==> config.mk <==
export PLATFORM = sky130hd
export DESIGN_NAME = axi_uart_regs
export DESIGN_NICKNAME = d
export VERILOG_FILES = /design/src/rtl/uart_regs_pkg.sv /design/src/rtl/uart_byte_fifo.sv /design/src/rtl/axi_uart_regs.sv
export SDC_FILE = /design/constraint.sdc
export NUM_CORES = 1
export LEC_CHECK = 0
export CAP_MARGIN = 20
export CORE_MARGIN = 2
export CORE_UTILIZATION = 30
export DETAILED_ROUTE_END_ITERATION = 16
export PLACE_DENSITY_LB_ADDON = 0.1
export SLEW_MARGIN = 20
export SYNTH_ARGS = -nofsm -noshare
export SYNTH_HDL_FRONTEND = slang
export SYNTH_HIERARCHICAL = 1
export SYNTH_SLANG_ARGS = --single-unit
export TNS_END_PERCENT = 50
==> constraint.sdc <==
create_clock -name aclk -period 3.95 [get_ports aclk]
set_clock_uncertainty 0.1 [all_clocks]
set_input_delay 0.79 -clock aclk [delete_from_list [all_inputs] [get_ports aclk]]
set_output_delay 0.79 -clock aclk [all_outputs]
set_load 0.05 [all_outputs]
==> src/rtl/uart_regs_pkg.sv <==
// Shared register map, field positions, response codes and FSM state types
// for the AXI-Lite UART register block.
package uart_regs_pkg;

  localparam logic [11:0] TX_DATA_OFS = 12'h000;
  localparam logic [11:0] RX_DATA_OFS = 12'h004;
  localparam logic [11:0] STATUS_OFS  = 12'h008;
  localparam logic [11:0] CTRL_OFS    = 12'h00C;

  // Word indexes compared against addr[11:2]
  localparam logic [9:0] TX_DATA_IDX = TX_DATA_OFS[11:2];
  localparam logic [9:0] RX_DATA_IDX = RX_DATA_OFS[11:2];
  localparam logic [9:0] STATUS_IDX  = STATUS_OFS[11:2];
  localparam logic [9:0] CTRL_IDX    = CTRL_OFS[11:2];

  localparam int unsigned ST_TX_FULL   = 0;
  localparam int unsigned ST_TX_EMPTY  = 1;
  localparam int unsigned ST_RX_FULL   = 2;
  localparam int unsigned ST_RX_EMPTY  = 3;
  localparam int unsigned ST_RX_OVR    = 4;
  localparam int unsigned ST_TX_OVF    = 5;
  localparam int unsigned ST_RX_COUNT  = 8;

  localparam int unsigned CTRL_TX_FLUSH  = 0;
  localparam int unsigned CTRL_RX_FLUSH  = 1;
  localparam int unsigned CTRL_IRQ_RX_EN = 2;
  localparam int unsigned CTRL_IRQ_TX_EN = 3;

  localparam logic [1:0] RESP_OKAY   = 2'b00;
  localparam logic [1:0] RESP_SLVERR = 2'b10;

  typedef enum logic {W_IDLE, W_RESP} w_state_t;
  typedef enum logic {R_IDLE, R_DATA} r_state_t;

endpackage

==> src/rtl/uart_byte_fifo.sv <==
// Byte FIFO with naturally wrapping pointers; flush overrides push and pop,
// and a push into a full FIFO succeeds when a pop happens in the same cycle.
module uart_byte_fifo #(
  parameter int unsigned DEPTH = 16
) (
  input  logic                       clk,
  input  logic                       resetn,
  input  logic                       push,
  input  logic [7:0]                 din,
  input  logic                       pop,
  input  logic                       flush,
  output logic                       full,
  output logic                       empty,
  output logic [$clog2(DEPTH):0]     count,
  output logic [7:0]                 head
);
  localparam int unsigned AW = $clog2(DEPTH);
  localparam int unsigned CW = AW + 1;

  logic [7:0]    mem [DEPTH];
  logic [AW-1:0] wr_ptr;
  logic [AW-1:0] rd_ptr;
  logic [CW-1:0] cnt;
  logic          do_push;
  logic          do_pop;

  always_comb begin
    full    = (cnt == CW'(DEPTH));
    empty   = (cnt == '0);
    count   = cnt;
    head    = mem[rd_ptr];
    do_pop  = pop && !empty && !flush;
    do_push = push && (!full || do_pop) && !flush;
  end

  always_ff @(posedge clk) begin
    if (!resetn || flush) begin
      wr_ptr <= '0;
      rd_ptr <= '0;
      cnt    <= '0;
    end else begin
      if (do_push) wr_ptr <= wr_ptr + 1'b1;
      if (do_pop)  rd_ptr <= rd_ptr + 1'b1;
      case ({do_push, do_pop})
        2'b10:   cnt <= cnt + 1'b1;
        2'b01:   cnt <= cnt - 1'b1;
        default: cnt <= cnt;
      endcase
    end
  end

  always_ff @(posedge clk) begin
    if (do_push) mem[wr_ptr] <= din;
  end

endmodule

==> src/rtl/axi_uart_regs.sv <==
// AXI-Lite register slave bridging to UART TX/RX byte streams via two FIFOs.
// Optional interrupt output is enabled by defining UART_REGS_IRQ_EN.
module axi_uart_regs
  import uart_regs_pkg::*;
#(
  parameter int unsigned TX_DEPTH = 16,
  parameter int unsigned RX_DEPTH = 16
) (
  input  logic        aclk,
  input  logic        aresetn,
  input  logic [31:0] awaddr,
  input  logic        awvalid,
  output logic        awready,
  input  logic [31:0] wdata,
  input  logic        wlast,
  input  logic        wvalid,
  output logic        wready,
  output logic [1:0]  bresp,
  output logic        bvalid,
  input  logic        bready,
  input  logic [31:0] araddr,
  input  logic        arvalid,
  output logic        arready,
  output logic [31:0] rdata,
  output logic        rlast,
  output logic        rvalid,
  input  logic        rready,
  output logic [7:0]  tx_data,
  output logic        tx_valid,
  input  logic        tx_ready,
  input  logic [7:0]  rx_data,
  input  logic        rx_valid
`ifdef UART_REGS_IRQ_EN
  ,
  output logic        irq
`endif
);
  localparam int unsigned RX_CW = $clog2(RX_DEPTH) + 1;
  localparam int unsigned TX_CW = $clog2(TX_DEPTH) + 1;

  w_state_t w_state;
  r_state_t r_state;

  logic             tx_full, tx_empty, rx_full, rx_empty;
  logic [TX_CW-1:0] tx_count;
  logic [RX_CW-1:0] rx_count;
  logic [7:0]       rx_head;
  logic             rx_ovr, tx_ovf;
  logic             irq_rx_en, irq_tx_en;

  logic        wr_en, rd_en;
  logic [9:0]  wr_idx, rd_idx;
  logic        tx_push, tx_pop, tx_flush;
  logic        rx_pop, rx_flush;
  logic        sts_wr, ctrl_wr;
  logic [1:0]  wr_resp;
  logic [31:0] rd_val;

  logic unused_ok;
  assign unused_ok = &{1'b0, wlast, awaddr[31:12], awaddr[1:0], araddr[31:12],
                       araddr[1:0], wdata[31:8], tx_count};

  assign tx_valid = !tx_empty;

  always_comb begin
    wr_en    = (w_state == W_IDLE) && awready && awvalid && wvalid;
    rd_en    = (r_state == R_IDLE) && arready && arvalid;
    wr_idx   = awaddr[11:2];
    rd_idx   = araddr[11:2];
    tx_pop   = tx_valid && tx_ready;
    tx_push  = wr_en && (wr_idx == TX_DATA_IDX);
    sts_wr   = wr_en && (wr_idx == STATUS_IDX);
    ctrl_wr  = wr_en && (wr_idx == CTRL_IDX);
    tx_flush = ctrl_wr && wdata[CTRL_TX_FLUSH];
    rx_flush = ctrl_wr && wdata[CTRL_RX_FLUSH];
    rx_pop   = rd_en && (rd_idx == RX_DATA_IDX) && !rx_empty;

    case (wr_idx)
      TX_DATA_IDX: wr_resp = (tx_full && !tx_pop) ? RESP_SLVERR : RESP_OKAY;
      STATUS_IDX:  wr_resp = RESP_OKAY;
      CTRL_IDX:    wr_resp = RESP_OKAY;
      default:     wr_resp = RESP_SLVERR;
    endcase

    rd_val = '0;
    case (rd_idx)
      RX_DATA_IDX: if (!rx_empty) rd_val = {23'b0, 1'b1, rx_head};
      STATUS_IDX: begin
        rd_val[ST_TX_FULL]              = tx_full;
        rd_val[ST_TX_EMPTY]             = tx_empty;
        rd_val[ST_RX_FULL]              = rx_full;
        rd_val[ST_RX_EMPTY]             = rx_empty;
        rd_val[ST_RX_OVR]               = rx_ovr;
        rd_val[ST_TX_OVF]               = tx_ovf;
        rd_val[ST_RX_COUNT +: 8]        = 8'(rx_count);
      end
      CTRL_IDX: begin
        rd_val[CTRL_IRQ_RX_EN] = irq_rx_en;
        rd_val[CTRL_IRQ_TX_EN] = irq_tx_en;
      end
      default: rd_val = '0;
    endcase
  end

  uart_byte_fifo #(.DEPTH(TX_DEPTH)) u_tx_fifo (
    .clk    (aclk),
    .resetn (aresetn),
    .push   (tx_push),
    .din    (wdata[7:0]),
    .pop    (tx_pop),
    .flush  (tx_flush),
    .full   (tx_full),
    .empty  (tx_empty),
    .count  (tx_count),
    .head   (tx_data)
  );

  uart_byte_fifo #(.DEPTH(RX_DEPTH)) u_rx_fifo (
    .clk    (aclk),
    .resetn (aresetn),
    .push   (rx_valid),
    .din    (rx_data),
    .pop    (rx_pop),
    .flush  (rx_flush),
    .full   (rx_full),
    .empty  (rx_empty),
    .count  (rx_count),
    .head   (rx_head)
  );

  // Write channel: awready/wready pulse one cycle, the handshake cycle applies the write
  always_ff @(posedge aclk) begin
    if (!aresetn) begin
      w_state <= W_IDLE;
      awready <= 1'b0;
      wready  <= 1'b0;
      bvalid  <= 1'b0;
      bresp   <= RESP_OKAY;
    end else begin
      case (w_state)
        W_IDLE: begin
          if (wr_en) begin
            awready <= 1'b0;
            wready  <= 1'b0;
            bvalid  <= 1'b1;
            bresp   <= wr_resp;
            w_state <= W_RESP;
          end else if (awvalid && wvalid) begin
            awready <= 1'b1;
            wready  <= 1'b1;
          end else begin
            awready <= 1'b0;
            wready  <= 1'b0;
          end
        end
        W_RESP: begin
          if (bready) begin
            bvalid  <= 1'b0;
            w_state <= W_IDLE;
          end
        end
        default: w_state <= W_IDLE;
      endcase
    end
  end

  always_ff @(posedge aclk) begin
    if (!aresetn) begin
      r_state <= R_IDLE;
      arready <= 1'b0;
      rvalid  <= 1'b0;
      rlast   <= 1'b0;
      rdata   <= '0;
    end else begin
      case (r_state)
        R_IDLE: begin
          if (rd_en) begin
            arready <= 1'b0;
            rvalid  <= 1'b1;
            rlast   <= 1'b1;
            rdata   <= rd_val;
            r_state <= R_DATA;
          end else begin
            arready <= arvalid;
          end
        end
        R_DATA: begin
          if (rready) begin
            rvalid  <= 1'b0;
            rlast   <= 1'b0;
            r_state <= R_IDLE;
          end
        end
        default: r_state <= R_IDLE;
      endcase
    end
  end

  // Sticky flags: a same-cycle set wins over a write-1-to-clear
  always_ff @(posedge aclk) begin
    if (!aresetn) begin
      rx_ovr <= 1'b0;
      tx_ovf <= 1'b0;
    end else begin
      if ((sts_wr && wdata[ST_RX_OVR]) && !(rx_valid && rx_full && !rx_pop && !rx_flush))
        rx_ovr <= 1'b0;
      else if (rx_valid && rx_full && !rx_pop && !rx_flush)
        rx_ovr <= 1'b1;
      if ((sts_wr && wdata[ST_TX_OVF]) && !(tx_push && tx_full && !tx_pop))
        tx_ovf <= 1'b0;
      else if (tx_push && tx_full && !tx_pop)
        tx_ovf <= 1'b1;
    end
  end

`ifdef UART_REGS_IRQ_EN
  always_ff @(posedge aclk) begin
    if (!aresetn) begin
      irq_rx_en <= 1'b0;
      irq_tx_en <= 1'b0;
      irq       <= 1'b0;
    end else begin
      if (ctrl_wr) begin
        irq_rx_en <= wdata[CTRL_IRQ_RX_EN];
        irq_tx_en <= wdata[CTRL_IRQ_TX_EN];
      end
      irq <= (irq_rx_en && !rx_empty) || (irq_tx_en && tx_empty) || rx_ovr;
    end
  end
`else
  assign irq_rx_en = 1'b0;
  assign irq_tx_en = 1'b0;
`endif

endmodule

==> impl_metrics.ini <==
[placement]
placed_cells = 1478
post-dp-hpwl_um = 20100
gp_congestion = 0.732
port_buffers = 73
placed_cell_area_mm2 = 0.0150

[pwr]
switching_share_pct = 22.4
ir_worst_vdd_mv = 0.302
seqPwrFrac_pct = 48.9
intPower_mw = 5.77
power.switching_mw = 1.66
p_per_area_mw_per_mm2 = 460
clkPwrFrac_pct = 44.7
p_comb_share_pct = 6.4
p_leak_nw = 5.38

[logic_synthesis]
ys_ff_latch = 312
synth_edf_count = 256
synth_area_leaders = edfxtp_1, mux4_2, dfxtp_1
syn_area_per_cell_um2 = 16.6
yosysTopAreaCell = edfxtp_1
synth.yosys.seq_area_share_pct = 67.7
yosysTopAreaCellShare_pct = 59.1
ys_types = 70
synth_warnings = 6
ys_top_cells_by_count = edfxtp_1, mux4_2, dfxtp_1
synth_most_common_cell = edfxtp_1
synth_area_mm2 = 0.0130
synthArstFlopShare_pct = 0
synthFlopType = edfxtp_1
syn_inst = 786

[floorplan]
start_util_pct = 30.3
die_x_um = 212
core_mm2 = 0.0430
rows = 76
die-area_mm2 = 0.0451
die_h_um = 212
io_pins = 163

[route]
remaining_drc_errors = 0
first_iter_violations = 343
num_vias = 7267
dr.pass1.iters = 4
vias_per_cell = 4.71
avgRoutedWirePerCell_um = 20.0
totalWireLength_um = 30900
ant_nets = 0

[layout]
nNetsFinal = 1063
final_util_pct = 37.6
antenna_cells = 0
drive_gt1_share_pct = 23.3
finalNonFillerCells = 1543
area_growth_pct = 24.1
fin_area_mm2 = 0.0161

[timing]
tns_ns = 0
rsz0062_at_grt = no
maxSlewViolCount = 0
setup_viol = 0
clock.fmax_ghz = 0.264
finalHoldViolCount = 0
fin_crit_sh_pct = 95.9
post-route-min-period_ns = 3.79
slew-limit-headroom_pct = 29.2
worst_pin_slew_ns = 1.06

[clock_network]
clock_path_buffers = 3
clock-sinks = 312
postCtsSetupBuffers = 0
numCtsBuffers = 36
h-tree-depth = 2
clkLatencyLatePin_ns = 0.53
cts.clk_slew.worst_paths_ns = 0.06
cts_tree = yes
cts-root-buf = clkbuf_16

[worst_setup_path]
path_cells = buf_12 > mux4_2 > a22oi_1 > nand2_1 > clkdlybuf4s50_1
crit_type = reg -> out
worst_path_largest_cell_delay_ns = 0.72
required_ns = 3.06
cp-start-kind = flip-flop
critPathCaptureType = output pin
path_max_fanout = 22
critPathSlowestCell = clkdlybuf4s50_1
crit_arrival_ns = 2.90

[global_routing]
track_usage_pct = 13.9
grt_max_degree = 33
antenna_found_initial = 2
grt_pass1_vias = 7400
overflow = 0
grt_pass1_wl_um = 46000

[job]
drv_cap = 0

[min_path]
hp-class = reg -> reg

[status]
status = completed
## cell families (layout without fill, tap and decap cells)
kind of cell	Yosys count	count (layout)	synth area share (%)
multiplexers	70	70	11.5
flip-flops	312	312	67.7
AO/OA/AOI/OAI	107	107	6.46
XOR/XNOR	15	15	1.01
adder cells (fa/ha/maj)	18	18	1.73
other	1	20	0.0288
buffers and inverters	74	227	3.04
AND/OR/NAND/NOR	189	189	8.50
## sequential cells by signal (all words and copies together), names as in the netlist, named ones only
register,count
u_rx_fifo/mem,128
u_tx_fifo/mem,128
rdata,13
u_rx_fifo/count,5
u_tx_fifo/count,5
u_rx_fifo/rd_ptr,4
u_rx_fifo/wr_ptr,4
u_tx_fifo/rd_ptr,4
u_tx_fifo/wr_ptr,4
arready,1
bresp,1
bvalid,1
r_state,1
rvalid,1
rx_ovr,1
tx_ovf,1
w_state,1
wready,1
## placed cells by master, fill, tap and decap left out, drive strengths merged, types with 9 or more instances in the layout
cell type / instances
nor3b: 9
and3: 9
o21ai: 13
nand3: 16
ha: 18
buf: 77
clkinv: 15
mux4: 64
clkbuf: 41
conb: 20
edfxtp: 256
nor2b: 16
clkdlybuf4s50: 73
nand2: 30
a21oi: 12
xor2: 10
nor2: 33
inv: 15
and2: 23
dfxtp: 56
a22o: 11
nand2b: 9
a22oi: 33
## layer usage
layer | global-route usage, % | vias to the layer above | routed length, um
li1 | - | 3376 | -
met1 | 19.5 | 3691 | 15000
met2 | 21.6 | 155 | 13900
met3 | 3.09 | 41 | 1440
met4 | 4.12 | 4 | 527
met5 | 0 | - | 24
## critical path, delay by kind of cell, from the launching register on
kind / cells / cell delay [ns]
AO/OA/AOI/OAI: 1 / 0.29
buffers and inverters: 2 / 0.96
flip-flops: 1 / 0.40
multiplexers: 1 / 0.52
AND/OR/NAND/NOR: 1 / 0.16
## final cells by class
cell class              count  area, um2
fillers                  4129      26800
flip-flops and latches    312       8810
multi-input cells         419       3910
repair buffers            150       1470
clock buffers              41        941
well taps                 585        732
clock inverters            24        230
inverters                  12       45.0
## worst paths after layout
| check | startpoint | slack, ns | cells after the start | to |
|---|---|---|---|---|
| max | flip-flop | 0.16 | 5 | tx_data[5] |
| min | bvalid | 0.37 | 2 | bvalid |
| max reg2reg | u_rx_fifo/count[0] | 0.38 | 16 | u_rx_fifo/count[4] |
| min reg2reg | bvalid | 0.37 | 2 | bvalid |
## metrics by stage
| stage | total power, mW | setup WS [ns] | hold WS, ns |
|---|---|---|---|
| CTS | 7.54 | 0.0648 | 0.378 |
| floorplan | 3.97 | 0.00610 | 0.359 |
| global route | 7.70 | 0.00513 | 0.421 |
| detailed placement | 4.19 | -0.438 | 0.371 |
| finish | 7.43 | 0.160 | 0.369 |
| global placement | 4.19 | -0.431 | 0.353 |
## power by group through the flow
| stage | clock (mW) | combinational [mW] | sequential [mW] |
|---|---|---|---|
| after floorplan | 0 | 0.261 | 3.71 |
| after detailed placement | 0 | 0.483 | 3.71 |
| after global routing | 3.54 | 0.516 | 3.64 |
| after CTS | 3.42 | 0.484 | 3.64 |
| final | 3.32 | 0.473 | 3.64 |
| after global placement | 0 | 0.484 | 3.71 |
## timing repair
item	in CTS	in global routing
resized for setup	0	2
endpoints found under the setup margin	0	2
hold buffers	0	0
No activity file was read; power rests on OpenSTA's default activity.
